===== config.mk =====
export PLATFORM = sky130hd
export DESIGN_NAME = decade_stopwatch_ctrl
export DESIGN_NICKNAME = d
export VERILOG_FILES = /design/src/rtl/stopwatch_pkg.sv /design/src/rtl/bcd_digit.sv /design/src/rtl/decade_stopwatch_ctrl.sv
export SDC_FILE = /design/constraint.sdc
export NUM_CORES = 1
export LEC_CHECK = 0
export ABC_AREA = 1
export CAP_MARGIN = 20
export CORE_UTILIZATION = 49
export CTS_BUF_LIST = sky130_fd_sc_hd__clkbuf_16
export DETAILED_ROUTE_END_ITERATION = 10
export PLACE_DENSITY = 0.83
export REMOVE_ABC_BUFFERS = 1
export SLEW_MARGIN = 10
export SYNTH_ARGS = -nofsm -noshare
export SYNTH_HDL_FRONTEND = slang
export SYNTH_SLANG_ARGS = --single-unit
export TNS_END_PERCENT = 5

===== constraint.sdc =====
create_clock -name x -period 1.85 [get_ports x]
set_clock_uncertainty 0.1 [all_clocks]
set_input_delay 0.555 -clock x [delete_from_list [all_inputs] [get_ports x]]
set_output_delay 0.555 -clock x [all_outputs]
set_load 0.005 [all_outputs]

===== src/rtl/stopwatch_pkg.sv =====
// Shared types and constants for the decade stopwatch controller.
package stopwatch_pkg;

   localparam int unsigned BCD_W = 4;
   localparam logic [BCD_W-1:0] BCD_MAX = 4'd9;

   typedef enum logic [1:0] {
      ST_IDLE  = 2'b00,
      ST_RUN   = 2'b01,
      ST_PAUSE = 2'b10,
      ST_LAP   = 2'b11
   } sw_state_t;

   // Value a BCD digit takes after one increment (9 wraps to 0).
   function automatic logic [BCD_W-1:0] bcd_inc(input logic [BCD_W-1:0] q);
      return (q == BCD_MAX) ? '0 : q + BCD_W'(1);
   endfunction

endpackage


===== src/rtl/bcd_digit.sv =====
// One decade counter stage; carry is high when this stage wraps on the current edge.
module bcd_digit
   import stopwatch_pkg::*;
(
   input  logic             x,
   input  logic             reset,
   input  logic             clr,
   input  logic             en,
   output logic [BCD_W-1:0] q,
   output logic             carry
);

   // Digit register: clear wins over increment.
   always_ff @(posedge x) begin
      if (reset) begin
         q <= '0;
      end else if (clr) begin
         q <= '0;
      end else if (en) begin
         q <= bcd_inc(q);
      end
   end

   assign carry = en & (q == BCD_MAX);

endmodule


===== src/rtl/decade_stopwatch_ctrl.sv =====
// Start/stop/lap/clear sequencer for a two-digit BCD stopwatch with lap-freeze display.
module decade_stopwatch_ctrl
   import stopwatch_pkg::*;
#(
   parameter int unsigned PRESCALE = 10
) (
   input  logic             x,
   input  logic             reset,
   input  logic             start_stop,
   input  logic             lap,
   input  logic             clear,
   output logic             run,
   output logic [1:0]       state,
   output logic             tick,
   output logic             rollover,
   output logic [BCD_W-1:0] ones,
   output logic [BCD_W-1:0] tens,
   output logic [BCD_W-1:0] disp_ones,
   output logic [BCD_W-1:0] disp_tens
);

   localparam int unsigned P_W = $clog2(PRESCALE);
   localparam logic [P_W-1:0] P_LAST = P_W'(PRESCALE - 1);

   sw_state_t        state_r;
   sw_state_t        state_nxt;
   logic             clr_c;
   logic             counting;
   logic             adv;
   logic [P_W-1:0]   p_r;
   logic [P_W-1:0]   p_nxt;
   logic             ones_carry;
   logic             tens_carry;
   logic [BCD_W-1:0] ones_nxt;
   logic [BCD_W-1:0] tens_nxt;
   logic             disp_load;

   // State register.
   always_ff @(posedge x) begin
      if (reset) begin
         state_r <= ST_IDLE;
      end else begin
         state_r <= state_nxt;
      end
   end

   // Next-state decode; clear beats start_stop, start_stop beats lap.
   always_comb begin
      state_nxt = state_r;
      clr_c     = 1'b0;
      case (state_r)
         ST_IDLE: begin
            if (clear) begin
               clr_c = 1'b1;
            end else if (start_stop) begin
               state_nxt = ST_RUN;
            end
         end
         ST_RUN: begin
            if (start_stop) begin
               state_nxt = ST_PAUSE;
            end else if (lap) begin
               state_nxt = ST_LAP;
            end
         end
         ST_LAP: begin
            if (start_stop) begin
               state_nxt = ST_PAUSE;
            end else if (lap) begin
               state_nxt = ST_RUN;
            end
         end
         ST_PAUSE: begin
            if (clear) begin
               clr_c     = 1'b1;
               state_nxt = ST_IDLE;
            end else if (start_stop) begin
               state_nxt = ST_RUN;
            end
         end
         default: begin
            state_nxt = ST_IDLE;
         end
      endcase
   end

   // Prescaler, next digit values and display load enable.
   always_comb begin
      counting  = (state_r == ST_RUN) || (state_r == ST_LAP);
      adv       = counting && (p_r == P_LAST);
      p_nxt     = p_r;
      if (clr_c || (state_r == ST_IDLE)) begin
         p_nxt = '0;
      end else if (counting) begin
         p_nxt = adv ? '0 : p_r + P_W'(1);
      end
      ones_nxt  = clr_c ? '0 : (adv ? bcd_inc(ones) : ones);
      tens_nxt  = clr_c ? '0 : (ones_carry ? bcd_inc(tens) : tens);
      disp_load = (state_nxt != ST_LAP) || (state_r != ST_LAP);
   end

   bcd_digit u_ones (
      .x     (x),
      .reset (reset),
      .clr   (clr_c),
      .en    (adv),
      .q     (ones),
      .carry (ones_carry)
   );

   bcd_digit u_tens (
      .x     (x),
      .reset (reset),
      .clr   (clr_c),
      .en    (ones_carry),
      .q     (tens),
      .carry (tens_carry)
   );

   // Prescaler count, event pulses, run flag and display registers.
   always_ff @(posedge x) begin
      if (reset) begin
         p_r       <= '0;
         tick      <= 1'b0;
         rollover  <= 1'b0;
         run       <= 1'b0;
         disp_ones <= '0;
         disp_tens <= '0;
      end else begin
         p_r      <= p_nxt;
         tick     <= adv;
         rollover <= tens_carry;
         run      <= (state_nxt == ST_RUN) || (state_nxt == ST_LAP);
         if (disp_load) begin
            disp_ones <= ones_nxt;
            disp_tens <= tens_nxt;
         end
      end
   end

   assign state = state_r;

endmodule


==> results of run 1 <==
[worst max path at each step]
stage / from / slack (ns) / to / cells past startpoint
global placement: clear / 0.08 / p_r[1]$_SDFFE_PP0P_ / 6
finish: u_ones.q[1]$_SDFF_PP0_ / 0.03 / ones[1] / 1
floorplan: lap / 0.37 / disp_ones[0]$_SDFFE_PP0P_ / 4
CTS: u_ones.q[0]$_SDFF_PP0_ / 0.01 / ones[0] / 1
detailed placement: lap / 0.03 / disp_tens[1]$_SDFFE_PP0P_ / 6
global route: u_ones.q[1]$_SDFF_PP0_ / 0.0005 / ones[1] / 1
[synth_stat cells]
cell type and count:
and3b_1 2, buf_2 1, nor2_4 3, buf_4 1
buf_6 1, nor3_1 1, clkbuf_1 1, nand2_4 3
nand3_1 14, nand2_1 34, and3_1 1, xor2_1 2
o21ai_0 10, inv_1 22, nand3_2 1, dfxtp_1 25
o31ai_1 1, inv_2 3, ha_1 2, nand4_1 5
nor2_1 23, a21oi_1 10, o211ai_1 1
[flip-flops by register name, indices dropped and copies added (netlist names)]
signal,flops
disp_ones,4
u_ones.q,4
state,2
disp_tens,4
p_r,4
run,1
rollover,1
tick,1
u_tens.q,4
[stage by stage]
stage               area, um2  setup WS (ns)  std cells  hold slack [ns]
floorplan                1170          0.372        163            0.378
global placement         1500         0.0754        222            0.401
detailed placement       1500         0.0308        222            0.418
CTS                      1590         0.0138        226            0.430
global route             1600       0.000516        226            0.461
finish                   1600         0.0251        226            0.425
[repair_timing]
| item | in CTS | in global routing |
|---|---|---|
| setup endpoints to repair | 6 | 3 |
| pin swaps | 0 | 0 |
| gates resized for setup | 6 | 3 |
[area by class of cell]
class,count,area (um2),area share [%]
clock buffer,3,75.1,4.71
timing repair buffer,31,295,18.5
tap,28,35.0,2.20
multi-input combinational,113,579,36.3
sequential,25,513,32.2
inverter,25,93.8,5.88
clock inverter,1,3.75,0.235
[power by group through the flow]
stage | Combinational [mW] | Clock [mW] | Sequential, mW
2_1_floorplan | 0.0330 | 0 | 0.561
6_report | 0.0815 | 0.470 | 0.543
5_1_grt | 0.0872 | 0.500 | 0.544
3_5_place_dp | 0.0784 | 0 | 0.557
4_1_cts | 0.0803 | 0.470 | 0.545
3_3_place_gp | 0.0752 | 0 | 0.557
[kinds of logic (layout without fill, tap and decap cells)]
kind of cell,Yosys count,after routing,share of synthesized area (%)
compound gates,22,22,9.58
simple gates,87,87,35.1
fa+ha+maj,2,2,2.08
buf+inv,29,60,10.1
xor+xnor,2,2,1.46
flops,25,25,41.7
[routing by layer]
metal / up-vias / wire length, um / share of wire [%]
met3: 7 / 146 / 4.9
li1: 592 / - / -
met1: 533 / 1290 / 43
met5: - / 0 / 0
met2: 39 / 1480 / 50
met4: 0 / 52 / 1.8
[layout by cell type (no fill, tap or decap), drive strengths merged, types with 2 or more instances in the layout]
master / netlist / routed
dfxtp: 25 / 25
nand2: 37 / 37
clkbuf: 1 / 3
nor2: 26 / 26
and3b: 2 / 2
o21ai: 10 / 10
buf: 3 / 6
xor2: 2 / 2
clkdlybuf4s50: 0 / 25
nand4: 5 / 5
inv: 25 / 26
a21oi: 10 / 10
ha: 2 / 2
nand3: 15 / 15
==> reports/summary.txt, run 1 <==
outcome - finished, final reports clean
CTS tree - done
Tot Pwr - 1.10 mW
Pwr Density - 686 mW/mm2
worst-path fanout max - 8
share of layout cells above drive strength 1 - 13.6%
Setup-failing EPs final - 0
clock network power share - 42.9%
fin crit period - 1.82 ns
routability cong. - 0.890
combinational cell fraction of total power - 7.4%
cell family with most CP delay - buffers and inverters
Boundary Pins - 26
clock edge transition at the registers on the reported setup and hold paths - 0.06 ns
crit path max-delay cell type - clkdlybuf4s50_1
Worst Setup Start Kind - flop
First-pass DRT Iterations - 5
nets - 206
largest net degree at the start of global routing - 17
FF-to-FF End - disp_tens[2]$_SDFFE_PP0P_
sequential fraction of the synthesis area - 41.7%
RSZ-0062 raised after global routing - false
M2 GR Usage - 44.6%
headroom to the max-slew limit - 79.5%
top-area cell type share of the netlist area - 41.7%
HP Class - reg2reg
Cell Rows - 17
Gate Count Post-Synth - 167
fill count - 192
endpoints failing hold - 0
routed via count - 1,171
Die H - 51.5 um
drt wl/cell - 13.1 um
Synth area leaders - dfxtp_1 42%, nand2_1 11%, nor2_1 7.2%
cell taking the most area after synthesis - dfxtp_1
internal power - 866 uW
met1 usage - 30.8%
GRT Util Overall - 25.7%
Sink Count - 25
Die ar. - 0.00265 mm2
Ys Warns - 0
antenna-violating nets left - 0
Syn Std Cell Area - 0.00120 mm2
synth unique cells - 23
CP required - 1.19 ns
grt ovf - 0
crit share post-route - 98.6%
CP Cell Sequence - clkdlybuf4s50_1
Num CTS Buffers - 3
Flop pwr share - 49.6%
delay of the slowest critical-path stage - 0.52 ns
n_diodes - 0
DIE WIDTH - 51.5 um
clk root buf - clkbuf_16
FF+latch count, synth - 25
clock buffer depth - 2
Fin Setup TNS - 0 ns
1st-iter DRT viols - 30
WL final - 2970 um
Pins Over Slew Limit - 0
met3 Use GR - 5.26%
Final Core Density - 70.8%
Bufs and invs on worst path - 1
clk_lat worst skew - 0.26 ns
Max Cap Viol - 0
Hold Startpoint - p_r[1]$_SDFFE_PP0P_
Leak - 0.704 nW
vias per inst - 5.18
core area - 0.00225 mm2
flop2flop setup slack - 0.27 ns
critical path arrival - 1.17 ns
Sw Share - 20.9%
NetSw - 229 uW
endpoint type of the worst setup path - primary output
worst reg2reg path depth - 8
htree depth - 1
slew at the pin closest to its max-slew limit - 0.306 ns
vias in the first global route - 1,163
CTS hold repair buffers - 0
global-route wire length before repair - 5020 um
Max IR drop VDD - 0.000485 V
busiest layer in global routing - met2
synthesis-to-layout area growth - 32.8%
setup bufs post-CTS - 0
Port Buffer Count - 25
fmax - 548 MHz
CP Class - reg2out
initial antenna violation count - 0
DRC Markers - 0
average footprint of a synthesized cell - 7.19 um2
hold worst-path end - p_r[1]$_SDFFE_PP0P_
launching point of the worst reg2reg path - p_r[1]$_SDFFE_PP0P_
hpwl dp - 2120 um
hold path depth - 2
Initial Util - 53.3%
(Power assumes the default switching activity.)
==> run 2: changes to the inputs <==
--- a/config.mk
+++ b/config.mk
@@ -6,7 +6,7 @@
 export NUM_CORES = 1
 export LEC_CHECK = 0
 export ABC_AREA = 1
-export CAP_MARGIN = 20
+export CAP_MARGIN = 10
 export CORE_UTILIZATION = 49
 export CTS_BUF_LIST = sky130_fd_sc_hd__clkbuf_16
 export DETAILED_ROUTE_END_ITERATION = 10
==> results of run 2 <==
Same layout as run 1: the final DEF is identical, and so are final timing and power.
==> run 3: changes to the inputs <==
==> constraint.sdc (replaced) <==
create_clock -name x -period 1.9 [get_ports x]
set_clock_uncertainty 0.1 [all_clocks]
set_input_delay 0.57 -clock x [delete_from_list [all_inputs] [get_ports x]]
set_output_delay 0.57 -clock x [all_outputs]
set_load 0.005 [all_outputs]
==> run 3 against run 2 <==
  * Setup slack improved by 0.015 ns
  * Via count fell by 0.43%
  * Clock power fell by 2%
  * Critical endpoint is now ones[0]
==> reports/summary.txt, run 3 (synthesis gave the netlist of run 1 again) <==
met1 usage - 31.2% (+0.36 points)
fmax - 538 MHz
Leak - 0.698 nW (-0.89%)
Sink Count - 25 (unchanged)
critical path arrival - 1.19 ns (+0.02 ns)
CP Class - reg2out
met3 Use GR - 4.68% (-0.58 points)
WL final - 2940 um (-0.74%)
outcome - finished, final reports clean
Area after DPL - 0.00150 mm2 (-0.50%)
Num CTS Buffers - 3 (unchanged)
clk_lat worst skew - 0.26 ns (about the same)
Worst Setup Start Kind - flop
core area - 0.00225 mm2 (unchanged)
CP Cell Sequence - clkdlybuf4s50_1
launching point of the worst reg2reg path - p_r[1]$_SDFFE_PP0P_
cell family with most CP delay - buffers and inverters
delay of the slowest critical-path stage - 0.53 ns (about the same)
global-route wire length before repair - 4890 um (-2.5%)
Max Cap Viol - 0 (unchanged)
Cell Rows - 17 (unchanged)
fin crit period - 1.86 ns
clock buffer depth - 2 (unchanged)
htree depth - 1 (unchanged)
clk root buf - clkbuf_16
Max IR drop VDD - 0.000399 V (-18%)
antenna-violating nets left - 0 (unchanged)
crit share post-route - 97.9%
commonest non-fill, non-tap cells in the layout - 34 x nand2_1, 25 x clkdlybuf4s50_1, 23 x inv_1, 23 x nor2_1, 18 x dfxtp_1
1st-iter DRT viols - 49 (+63%)
Port Buffer Count - 25 (unchanged)
combinational cell fraction of total power - 7.0% (-0.4 points)
internal power - 843 uW (-2.6%)
crit path from - u_ones.q[0]$_SDFF_PP0_
headroom to the max-slew limit - 80.6% (+1.1 points)
crit path max-delay cell type - clkdlybuf4s50_1
hpwl dp - 2070 um (-2.1%)
flop2flop setup slack - 0.33 ns (+0.06 ns)
drt wl/cell - 13.1 um (-0.30%)
HP Class - reg2reg
Tot Pwr - 1.07 mW (-2.6%)
Sw Share - 21.0% (about the same)
Setup-failing EPs final - 0 (unchanged)
setup bufs post-CTS - 0 (unchanged)
vias per inst - 5.18 (about the same)
Boundary Pins - 26 (unchanged)
Die ar. - 0.00265 mm2 (unchanged)
First-pass DRT Iterations - 4 (-1)
Flop pwr share - 49.9% (+0.3 points)
endpoints failing hold - 0 (unchanged)
worst hold slack - 0.427 ns (+0.00277 ns)
DRC Markers - 0 (unchanged)
CP required - 1.23 ns (+0.04 ns)
Die H - 51.5 um (unchanged)
worst reg2reg path depth - 9 (+1)
nets - 205 (-0.49%)
FF-to-FF End - disp_tens[1]$_SDFFE_PP0P_
Fin Setup TNS - 0 ns (unchanged)
Pins Over Slew Limit - 0 (unchanged)
endpoint type of the worst setup path - primary output
share of layout cells above drive strength 1 - 12.7% (-0.95 points)
vias in the first global route - 1,095 (-5.8%)
slew at the pin closest to its max-slew limit - 0.289 ns (-0.0168 ns)
Pwr Density - 673 mW/mm2 (-1.9%)
Initial Util - 53.3% (unchanged)
CP Capture Point - ones[0]
M2 GR Usage - 43.5% (-1.1 points)
most common cell after layout, fill and taps aside - nand2_1
CTS tree - done
routability cong. - 0.895 (+0.57%)
RSZ-0062 raised after global routing - false
routed via count - 1,166 (-0.43%)
GRT Util Overall - 25.1% (-0.64 points)
DIE WIDTH - 51.5 um (unchanged)
CTS hold repair buffers - 0 (unchanged)
worst-path fanout max - 9 (+1)
placed cell count - 221 (-0.45%)
Non-Filler Instances - 225 (-0.44%)
largest net degree at the start of global routing - 17 (unchanged)
n_diodes - 0 (unchanged)
clock network power share - 43.1% (+0.2 points)
synthesis-to-layout area growth - 31.9%
initial antenna violation count - 0 (unchanged)
NetSw - 224 uW (-2.5%)
WP depth - 1 (unchanged)
Bufs and invs on worst path - 1 (unchanged)
design area - 0.00158 mm2 (-0.71%)
grt ovf - 0 (unchanged)
clock edge transition at the registers on the reported setup and hold paths - 0.06 ns (about the same)
busiest layer in global routing - met2
run 3: cell count changes in the layout (fill, tap and decap cells not counted):
cell,delta
buf_4,-1
dfxtp_4,-1
dfxtp_1,+1
run 3: layout make-up:
class                           count  area [um2]
Fill cell                         197         671
Sequential cell                    25         509
Clock inverter                      1        3.75
Clock buffer                        3        75.1
Inverter                           25        93.8
Timing Repair Buffer               30         288
Tap cell                           28        35.0
Multi-Input combinational cell    113         579
run 3: worst min path at each step:
stage / start / endpoint / slack, ns / cells past startpoint
final: p_r[1]$_SDFFE_PP0P_ / p_r[1]$_SDFFE_PP0P_ / 0.43 / 2
after global routing: p_r[1]$_SDFFE_PP0P_ / p_r[1]$_SDFFE_PP0P_ / 0.45 / 2
after CTS: p_r[1]$_SDFFE_PP0P_ / p_r[1]$_SDFFE_PP0P_ / 0.43 / 2
after global placement: p_r[1]$_SDFFE_PP0P_ / p_r[1]$_SDFFE_PP0P_ / 0.40 / 2
after floorplan: p_r[1]$_SDFFE_PP0P_ / p_r[1]$_SDFFE_PP0P_ / 0.38 / 2
after detailed placement: p_r[1]$_SDFFE_PP0P_ / p_r[1]$_SDFFE_PP0P_ / 0.42 / 2
run 3: through the flow:
stage / util [%] / setup slack [ns]
2_1_floorplan: - / 0.407
3_3_place_gp: 66.4 / 0.110
5_1_grt: 70.3 / 0.00119
3_5_place_dp: 66.4 / 0.0534
6_report: 70.3 / 0.0402
4_1_cts: 70.0 / 0.00998
run 3: power groups by stage:
stage | clock (mW) | combinational (mW) | sequential, mW
finish | 0.460 | 0.0749 | 0.532
global route | 0.488 | 0.0813 | 0.532
detailed placement | 0 | 0.0724 | 0.544
CTS | 0.461 | 0.0742 | 0.532
global placement | 0 | 0.0704 | 0.543
floorplan | 0 | 0.0321 | 0.547
run 3: timing repair:
item	in CTS	in global routing
resized for setup	3	4
gates cloned	0	0
endpoints found under the setup margin	3	4
run 3: layer usage:
metal / share of wire (%) / up-vias
li1: - / 587
met4: 1.6 / 0
met1: 44 / 534
met3: 4.3 / 8
met2: 50 / 37
met5: 0 / -
